<file path="config.mk">
export PLATFORM = sky130hd
export DESIGN_NAME = change_dispenser_flat
export DESIGN_NICKNAME = d
export VERILOG_FILES = /design/src/rtl/change_dispenser_if.sv /design/src/rtl/change_dispenser.sv /design/src/flat_wrapper.sv
export SDC_FILE = /design/constraint.sdc
export NUM_CORES = 1
export LEC_CHECK = 0
export BUFFER_PORTS_ARGS = -buffer_cell sky130_fd_sc_hd__clkbuf_2
export CORE_UTILIZATION = 30
export DETAILED_ROUTE_END_ITERATION = 12
export GPL_TIMING_DRIVEN = 0
export PLACE_DENSITY = 0.5
export SLEW_MARGIN = 10
export SYNTH_ARGS = -nofsm -noshare
export SYNTH_HDL_FRONTEND = slang
export SYNTH_SLANG_ARGS = --single-unit
</file>
<file path="constraint.sdc">
create_clock -name clk -period 1.8 [get_ports clk]
set_input_delay 0.36 -clock clk [delete_from_list [all_inputs] [get_ports clk]]
set_output_delay 0.36 -clock clk [all_outputs]
set_load 0.1 [all_outputs]
</file>
<file path="src/rtl/change_dispenser_if.sv">
// ----------------------------------------------------------------------------
// change_dispenser_if
// Handshake bundle between the vending controller, the change dispenser,
// the item actuator and the coin hopper.
//
// Parameters:
//   N : width of change amount and coin denomination (rupees)
//   D : width of the item code
//
// Signals:
//   in_valid / in_ready / in_item / in_change : vend or refund request
//   item_valid / item_ready / item_code       : item release handshake
//   coin_valid / coin_ready / coin_val        : coin release handshake
//   done                                      : transaction complete pulse
//   error                                     : sticky timeout flag
//
// Modports:
//   slave  : the dispenser's view
//   master : the surrounding environment's view
// ----------------------------------------------------------------------------
interface change_dispenser_if #(
    parameter int N = 7,
    parameter int D = 6
);
    logic         in_valid;
    logic         in_ready;
    logic [D-1:0] in_item;
    logic [N-1:0] in_change;
    logic         item_valid;
    logic [D-1:0] item_code;
    logic         item_ready;
    logic         coin_valid;
    logic [N-1:0] coin_val;
    logic         coin_ready;
    logic         done;
    logic         error;

    modport slave (
        input  in_valid, in_item, in_change, item_ready, coin_ready,
        output in_ready, item_valid, item_code, coin_valid, coin_val, done, error
    );

    modport master (
        output in_valid, in_item, in_change, item_ready, coin_ready,
        input  in_ready, item_valid, item_code, coin_valid, coin_val, done, error
    );
endinterface

</file>
<file path="src/rtl/change_dispenser.sv">
// ----------------------------------------------------------------------------
// change_dispenser
// Accepts one vend/refund request at a time, optionally releases an item,
// then pays the change out coin by coin using the greedy denomination set
// {50,20,10,5,2,1}, and finally pulses done.
//
// Parameters:
//   N   : width of change amount / coin denomination (must be >= 6)
//   D   : width of the item code
//   TMO : hopper/actuator wait limit in clk cycles (timeout build only)
//
// Ports:
//   clk  : system clock, rising edge
//   rstn : asynchronous active-low reset
//   bus  : change_dispenser_if.slave handshake bundle
//
// Build option:
//   HOPPER_TIMEOUT_EN : when defined, a wait counter bounds the ITEM and COIN
//                       handshakes; expiry enters a sticky ERR state that only
//                       rstn leaves. When undefined, waits are unbounded and
//                       error is tied low.
//
// All bus outputs come straight from registers. They are loaded from the
// decode of the next state, so they always agree with the state register.
// ----------------------------------------------------------------------------
module change_dispenser #(
    parameter int N   = 7,
    parameter int D   = 6,
    parameter int TMO = 16
) (
    input  logic              clk,
    input  logic              rstn,
    change_dispenser_if.slave bus
);

    // Configuration sanity: 50 must fit in N bits and the wait limit must be positive.
    if (N < 6 || TMO < 1) begin : g_bad_config
        $error("change_dispenser: N must be >= 6 and TMO must be >= 1");
    end

    typedef enum logic [2:0] {
        S_IDLE   = 3'd0,
        S_ITEM   = 3'd1,
        S_SELECT = 3'd2,
        S_COIN   = 3'd3,
        S_DONE   = 3'd4
`ifdef HOPPER_TIMEOUT_EN
        ,S_ERR   = 3'd5
`endif
    } state_e;

    // Largest greedy denomination not exceeding the remaining amount.
    // Widened to 32 bits so the thresholds compare cleanly for any N.
    function automatic logic [N-1:0] greedy_denom(input logic [N-1:0] rem);
        logic [31:0] r;
        r = 32'(rem);
        if (r >= 32'd50) begin
            greedy_denom = N'(32'd50);
        end else if (r >= 32'd20) begin
            greedy_denom = N'(32'd20);
        end else if (r >= 32'd10) begin
            greedy_denom = N'(32'd10);
        end else if (r >= 32'd5) begin
            greedy_denom = N'(32'd5);
        end else if (r >= 32'd2) begin
            greedy_denom = N'(32'd2);
        end else if (r >= 32'd1) begin
            greedy_denom = N'(32'd1);
        end else begin
            greedy_denom = {N{1'b0}};
        end
    endfunction

    // N-bit subtraction that clamps at zero instead of wrapping.
    function automatic logic [N-1:0] sub_clamp(input logic [N-1:0] a, input logic [N-1:0] b);
        if (a >= b) begin
            sub_clamp = a - b;
        end else begin
            sub_clamp = {N{1'b0}};
        end
    endfunction

    state_e       state_r;
    state_e       state_s;
    logic [D-1:0] item_r;
    logic [D-1:0] item_s;
    logic [N-1:0] remaining_r;
    logic [N-1:0] remaining_s;
    logic [N-1:0] denom_s;

    logic         in_ready_r;
    logic         item_valid_r;
    logic [D-1:0] item_code_r;
    logic         coin_valid_r;
    logic [N-1:0] coin_val_r;
    logic         done_r;

    logic         in_ready_s;
    logic         item_valid_s;
    logic [D-1:0] item_code_s;
    logic         coin_valid_s;
    logic [N-1:0] coin_val_s;
    logic         done_s;

    logic         accept_s;
    logic         item_hs_s;
    logic         coin_hs_s;

    // Handshakes qualify on our own registered valids, so a ready without a
    // matching valid (or a request outside IDLE) has no effect.
    always_comb begin
        accept_s  = in_ready_r   & bus.in_valid;
        item_hs_s = item_valid_r & bus.item_ready;
        coin_hs_s = coin_valid_r & bus.coin_ready;
    end

`ifdef HOPPER_TIMEOUT_EN
    localparam int CW = $clog2(TMO + 1);

    logic [CW-1:0] tmo_cnt_r;
    logic          wait_s;
    logic          tmo_hit_s;
    logic          error_r;
    logic          error_s;

    // A wait cycle is any ITEM/COIN cycle whose handshake does not complete.
    // The limit fires on the wait cycle that would bring the count to TMO.
    always_comb begin
        wait_s    = ((state_r == S_ITEM) && !item_hs_s) ||
                    ((state_r == S_COIN) && !coin_hs_s);
        tmo_hit_s = wait_s && (tmo_cnt_r == CW'(TMO - 1));
    end

    // Wait counter: cleared when a handshake state is entered, counts waits.
    always_ff @(posedge clk or negedge rstn) begin
        if (!rstn) begin
            tmo_cnt_r <= {CW{1'b0}};
        end else if ((state_s != state_r) && ((state_s == S_ITEM) || (state_s == S_COIN))) begin
            tmo_cnt_r <= {CW{1'b0}};
        end else if (wait_s) begin
            tmo_cnt_r <= tmo_cnt_r + CW'(1);
        end else begin
            tmo_cnt_r <= tmo_cnt_r;
        end
    end
`endif

    // Next-state, datapath updates and next-output decode.
    always_comb begin
        state_s     = state_r;
        item_s      = item_r;
        remaining_s = remaining_r;
        denom_s     = coin_val_r;

        case (state_r)
            S_IDLE: begin
                if (accept_s) begin
                    item_s      = bus.in_item;
                    remaining_s = bus.in_change;
                    if (bus.in_item != {D{1'b0}}) begin
                        state_s = S_ITEM;
                    end else begin
                        state_s = S_SELECT;
                    end
                end else begin
                    state_s = S_IDLE;
                end
            end
            S_ITEM: begin
                if (item_hs_s) begin
                    state_s = S_SELECT;
                end
`ifdef HOPPER_TIMEOUT_EN
                else if (tmo_hit_s) begin
                    state_s = S_ERR;
                end
`endif
                else begin
                    state_s = S_ITEM;
                end
            end
            S_SELECT: begin
                if (remaining_r == {N{1'b0}}) begin
                    state_s = S_DONE;
                end else begin
                    denom_s = greedy_denom(remaining_r);
                    state_s = S_COIN;
                end
            end
            S_COIN: begin
                if (coin_hs_s) begin
                    remaining_s = sub_clamp(remaining_r, coin_val_r);
                    state_s     = S_SELECT;
                end
`ifdef HOPPER_TIMEOUT_EN
                else if (tmo_hit_s) begin
                    state_s = S_ERR;
                end
`endif
                else begin
                    state_s = S_COIN;
                end
            end
            S_DONE: begin
                state_s = S_IDLE;
            end
`ifdef HOPPER_TIMEOUT_EN
            S_ERR: begin
                state_s = S_ERR;
            end
`endif
            default: begin
                state_s = S_IDLE;
            end
        endcase

        in_ready_s   = (state_s == S_IDLE);
        item_valid_s = (state_s == S_ITEM);
        item_code_s  = item_valid_s ? item_s : {D{1'b0}};
        coin_valid_s = (state_s == S_COIN);
        coin_val_s   = coin_valid_s ? denom_s : {N{1'b0}};
        done_s       = (state_s == S_DONE);
`ifdef HOPPER_TIMEOUT_EN
        error_s      = (state_s == S_ERR);
`endif
    end

    // State and datapath registers.
    always_ff @(posedge clk or negedge rstn) begin
        if (!rstn) begin
            state_r     <= S_IDLE;
            item_r      <= {D{1'b0}};
            remaining_r <= {N{1'b0}};
        end else begin
            state_r     <= state_s;
            item_r      <= item_s;
            remaining_r <= remaining_s;
        end
    end

    // Output registers; reset value is the IDLE output pattern.
    always_ff @(posedge clk or negedge rstn) begin
        if (!rstn) begin
            in_ready_r   <= 1'b1;
            item_valid_r <= 1'b0;
            item_code_r  <= {D{1'b0}};
            coin_valid_r <= 1'b0;
            coin_val_r   <= {N{1'b0}};
            done_r       <= 1'b0;
        end else begin
            in_ready_r   <= in_ready_s;
            item_valid_r <= item_valid_s;
            item_code_r  <= item_code_s;
            coin_valid_r <= coin_valid_s;
            coin_val_r   <= coin_val_s;
            done_r       <= done_s;
        end
    end

`ifdef HOPPER_TIMEOUT_EN
    // Sticky error flag register.
    always_ff @(posedge clk or negedge rstn) begin
        if (!rstn) begin
            error_r <= 1'b0;
        end else begin
            error_r <= error_s;
        end
    end
    assign bus.error = error_r;
`else
    assign bus.error = 1'b0;
`endif

    assign bus.in_ready   = in_ready_r;
    assign bus.item_valid = item_valid_r;
    assign bus.item_code  = item_code_r;
    assign bus.coin_valid = coin_valid_r;
    assign bus.coin_val   = coin_val_r;
    assign bus.done       = done_r;

endmodule
</file>
<file path="src/flat_wrapper.sv">
// flat-port wrapper written by rule: the top's interface ports become plain ports
module change_dispenser_flat 
#(
    parameter int N   = 7,
    parameter int D   = 6,
    parameter int TMO = 16
)
  (clk, rstn, bus_in_valid, bus_in_item, bus_in_change, bus_item_ready, bus_coin_ready, bus_in_ready, bus_item_valid, bus_item_code, bus_coin_valid, bus_coin_val, bus_done, bus_error);
  change_dispenser_if #(.N(N), .D(D)) bus_i ();
  input  logic clk;
  input  logic rstn;
  input wire logic [$bits(bus_i.in_valid)-1:0] bus_in_valid;
  input wire logic [$bits(bus_i.in_item)-1:0] bus_in_item;
  input wire logic [$bits(bus_i.in_change)-1:0] bus_in_change;
  input wire logic [$bits(bus_i.item_ready)-1:0] bus_item_ready;
  input wire logic [$bits(bus_i.coin_ready)-1:0] bus_coin_ready;
  output wire logic [$bits(bus_i.in_ready)-1:0] bus_in_ready;
  output wire logic [$bits(bus_i.item_valid)-1:0] bus_item_valid;
  output wire logic [$bits(bus_i.item_code)-1:0] bus_item_code;
  output wire logic [$bits(bus_i.coin_valid)-1:0] bus_coin_valid;
  output wire logic [$bits(bus_i.coin_val)-1:0] bus_coin_val;
  output wire logic [$bits(bus_i.done)-1:0] bus_done;
  output wire logic [$bits(bus_i.error)-1:0] bus_error;
  assign bus_i.in_valid = bus_in_valid;
  assign bus_i.in_item = bus_in_item;
  assign bus_i.in_change = bus_in_change;
  assign bus_i.item_ready = bus_item_ready;
  assign bus_i.coin_ready = bus_coin_ready;
  assign bus_in_ready = bus_i.in_ready;
  assign bus_item_valid = bus_i.item_valid;
  assign bus_item_code = bus_i.item_code;
  assign bus_coin_valid = bus_i.coin_valid;
  assign bus_coin_val = bus_i.coin_val;
  assign bus_done = bus_i.done;
  assign bus_error = bus_i.error;
  change_dispenser #(.N(N), .D(D), .TMO(TMO)) u_core (.clk(clk), .rstn(rstn), .bus(bus_i));
endmodule
</file>
==> metrics.txt <==
antenna violations before repair 0; max_slew headroom between 40% and 50%; DIE HEIGHT slightly below 80 microns; port buffer count 33; worst skew pair latency 290 ps; main combinational cell family by area after synthesis simple AND/OR/NAND/NOR gates; cell area after synthesis approximately 1700 sq um; multiplexer share of the synthesized area 4.56%; Vias around 1.4k; first-pass GRT wire length 7.01 mm; Avg Inst Size Synth between 10 and 15 sq um; clock root cell clkbuf_8; Async S/R FF share, synth 100%; Initial DRC Count 52; fin nets approximately 240; Total Die Area around 6000 sq um; CP peak stage delay roughly 490 ps; main area contributors after synthesis dfrtp_1, ha_1, mux2_2; Slowest-stage cell, CP dfrtp_4; DP Wirelength 3.06 mm; Clock Sink Count 32; final worst slack -74.0 ps; Worst Path Max Fanout 4; Post-Synth XOR/XNOR Area approximately 1.5%; gr usage total 15.3%; Post-synth EDFFs 0; status finished, violations left; # H-tree levels 2; max-cap violation count 0; Via density a little under 5; share of cells above drive strength 1 48.2%; Worst setup EP type flop; GP Congestion ~0.80; Inserted Clock Buffers 5; count leader, synth dfrtp_1; Synth top area share about 46%; reg2reg start u_core.bus.coin_val[2]; crit path DAT 2040 ps; register area 830 sq um; IO Pins 36; Overflow after GRT 0; # setup viols final 3; CP Data Required Time roughly 2000 ps; Post-Syn Instances ~170; area leader, netlist dfrtp_1; antenna-violating nets left 0; clock buffer depth 2; crit path cell chain inv_4 > ha_4 > and3_4 > a31o_4 > a21o_1 > and2_4 > a211o_1; CTS tree done; number of detailed-route iterations in the first pass 4; chip width roughly 77 microns; Critical path origin u_core.bus.coin_val[2]; clk slew on worst S/H paths about 80 ps; Yosys reg bits 32; row cnt 27; Max Slew Vio Count 0; routed length per instance 14.2 microns; largest net degree at the start of global routing 33; Worst Skew 13.6 ps; Synth Flop Type dfrtp_1; YS warnings 0; adder-cell area share of the yosys netlist 5.58%; register area share after synthesis a little under half; Synth Area in Compound Gates between 15 and 20%; library cells used by synthesis ~50; synth cell count leaders dfrtp_1, a21oi_1, nor2_1; number of global-route vias before repair roughly 1.5k; simple-gate area share of the yosys netlist about a fifth; filler instances approximately 570; Multi-input gate area ~1000 sq um; final hold vios 0; DRC 0; failing checks negative setup slack; RSZ-0062 raised after global routing yes; area grow syn2layout 37.4%; Final period util 104%; Non-Filler Instances between 200 and 300; Antenna Cells 0; Setup CP Type flop to flop; area of the core roughly 5500 sq um; worst hold path type input pin to asynchronous set/reset pin; worst slew pin tran 811 ps; Initial Utilization between 30% and 40%; placed cells 272; drt total wl slightly above 4 mm; CP startpoint kind flop; crit path time final 1870 ps; maximum clock rate approximately 0.53 GHz
==> metrics by stage <==
step / setup slack (ps) / hold slack (ps) / cell area, sq um / utilization (%) / setup TNS (ps)
CTS: -79.8 / 176 / 2290 / 41.8 / -187
finish: -74.0 / 143 / 2340 / 42.8 / -149
detailed placement: -115 / 481 / 2110 / 38.5 / -1490
floorplan: -173 / 64.4 / 1850 / - / -623
global route: -118 / 218 / 2340 / 42.8 / -750
global placement: -85.8 / 476 / 2110 / 38.5 / -793
==> cells by family after synthesis <==
kind of cell,count (synthesis)
XOR/XNOR,3
AND/OR/NAND/NOR,58
adder cells (fa/ha/maj),7
multiplexers,7
AO/OA/AOI/OAI,41
buffers and inverters,17
flip-flops,32
other,1
==> cell type report <==
cell class	count	share of cell area, %
sequential	32	35.5
buffer	5	1.66
clock buffer	7	3.26
clock inverter	1	0.214
timing repair buffer	44	10.6
inverter	11	2.09
multi-input combinational	118	42.9
tap	72	3.85
==> placed cells by master (no fill, tap or decap), drive strengths merged, types with 7 or more instances in the layout <==
cell and count:
dfrtp 31, nand2 9, a21oi 13, buf 16, nor2 14, clkbuf 40
inv 11, and3 7, nor2b 8
==> worst max-delay path, delay by kind of cell (launching register included) <==
family,cells,cell delay (ps)
flip-flops,1,490
buffers and inverters,1,60
AO/OA/AOI/OAI,3,640
adder cells (fa/ha/maj),1,200
AND/OR/NAND/NOR,2,350
==> routing by layer <==
layer	track usage [%]	part of all wire, %	vias to the layer above
li1	-	-	695
met1	18.5	44	699
met2	25.5	49	33
met3	4.71	5.2	7
met4	5.47	1.4	0
met5	0	0	-
==> path summary, 6_finish.rpt <==
| path | to | slack, ps | cells past startpoint |
|---|---|---|---|
| setup / recovery | u_core.remaining_r[6] | -70 | 7 |
| min in group clk | u_core.item_r[1] | 340 | 2 |
| max in group asynchronous | u_core.bus.coin_val[0] | 1060 | 1 |
| setup reg to reg | u_core.remaining_r[6] | -70 | 7 |
| hold / removal | u_core.bus.coin_val[3] | 140 | 1 |
| hold reg to reg | u_core.item_r[4] | 490 | 1 |
==> timing repair <==
item                                    in CTS  in global routing
endpoints found under the setup margin      20                 21
gates cloned                                 0                  0
setup buffers                                9                  2
resized for setup                           10                  7
pin swaps                                   11                  2
hold buffers                                 0                  0
==> sequential cells by signal, summed over array words and instances, names as in the netlist <==
name	flops
u_core.bus.coin_val	6
u_core.bus.coin_valid	1
u_core.bus.done	1
u_core.bus.in_ready	1
u_core.bus.item_code	6
u_core.bus.item_valid	1
u_core.item_r	6
u_core.remaining_r	7
u_core.state_r	3
Power is left out: the tool's default activity adds up to more than one toggle a clock period on the data nets, which glitch-free logic cannot reach.
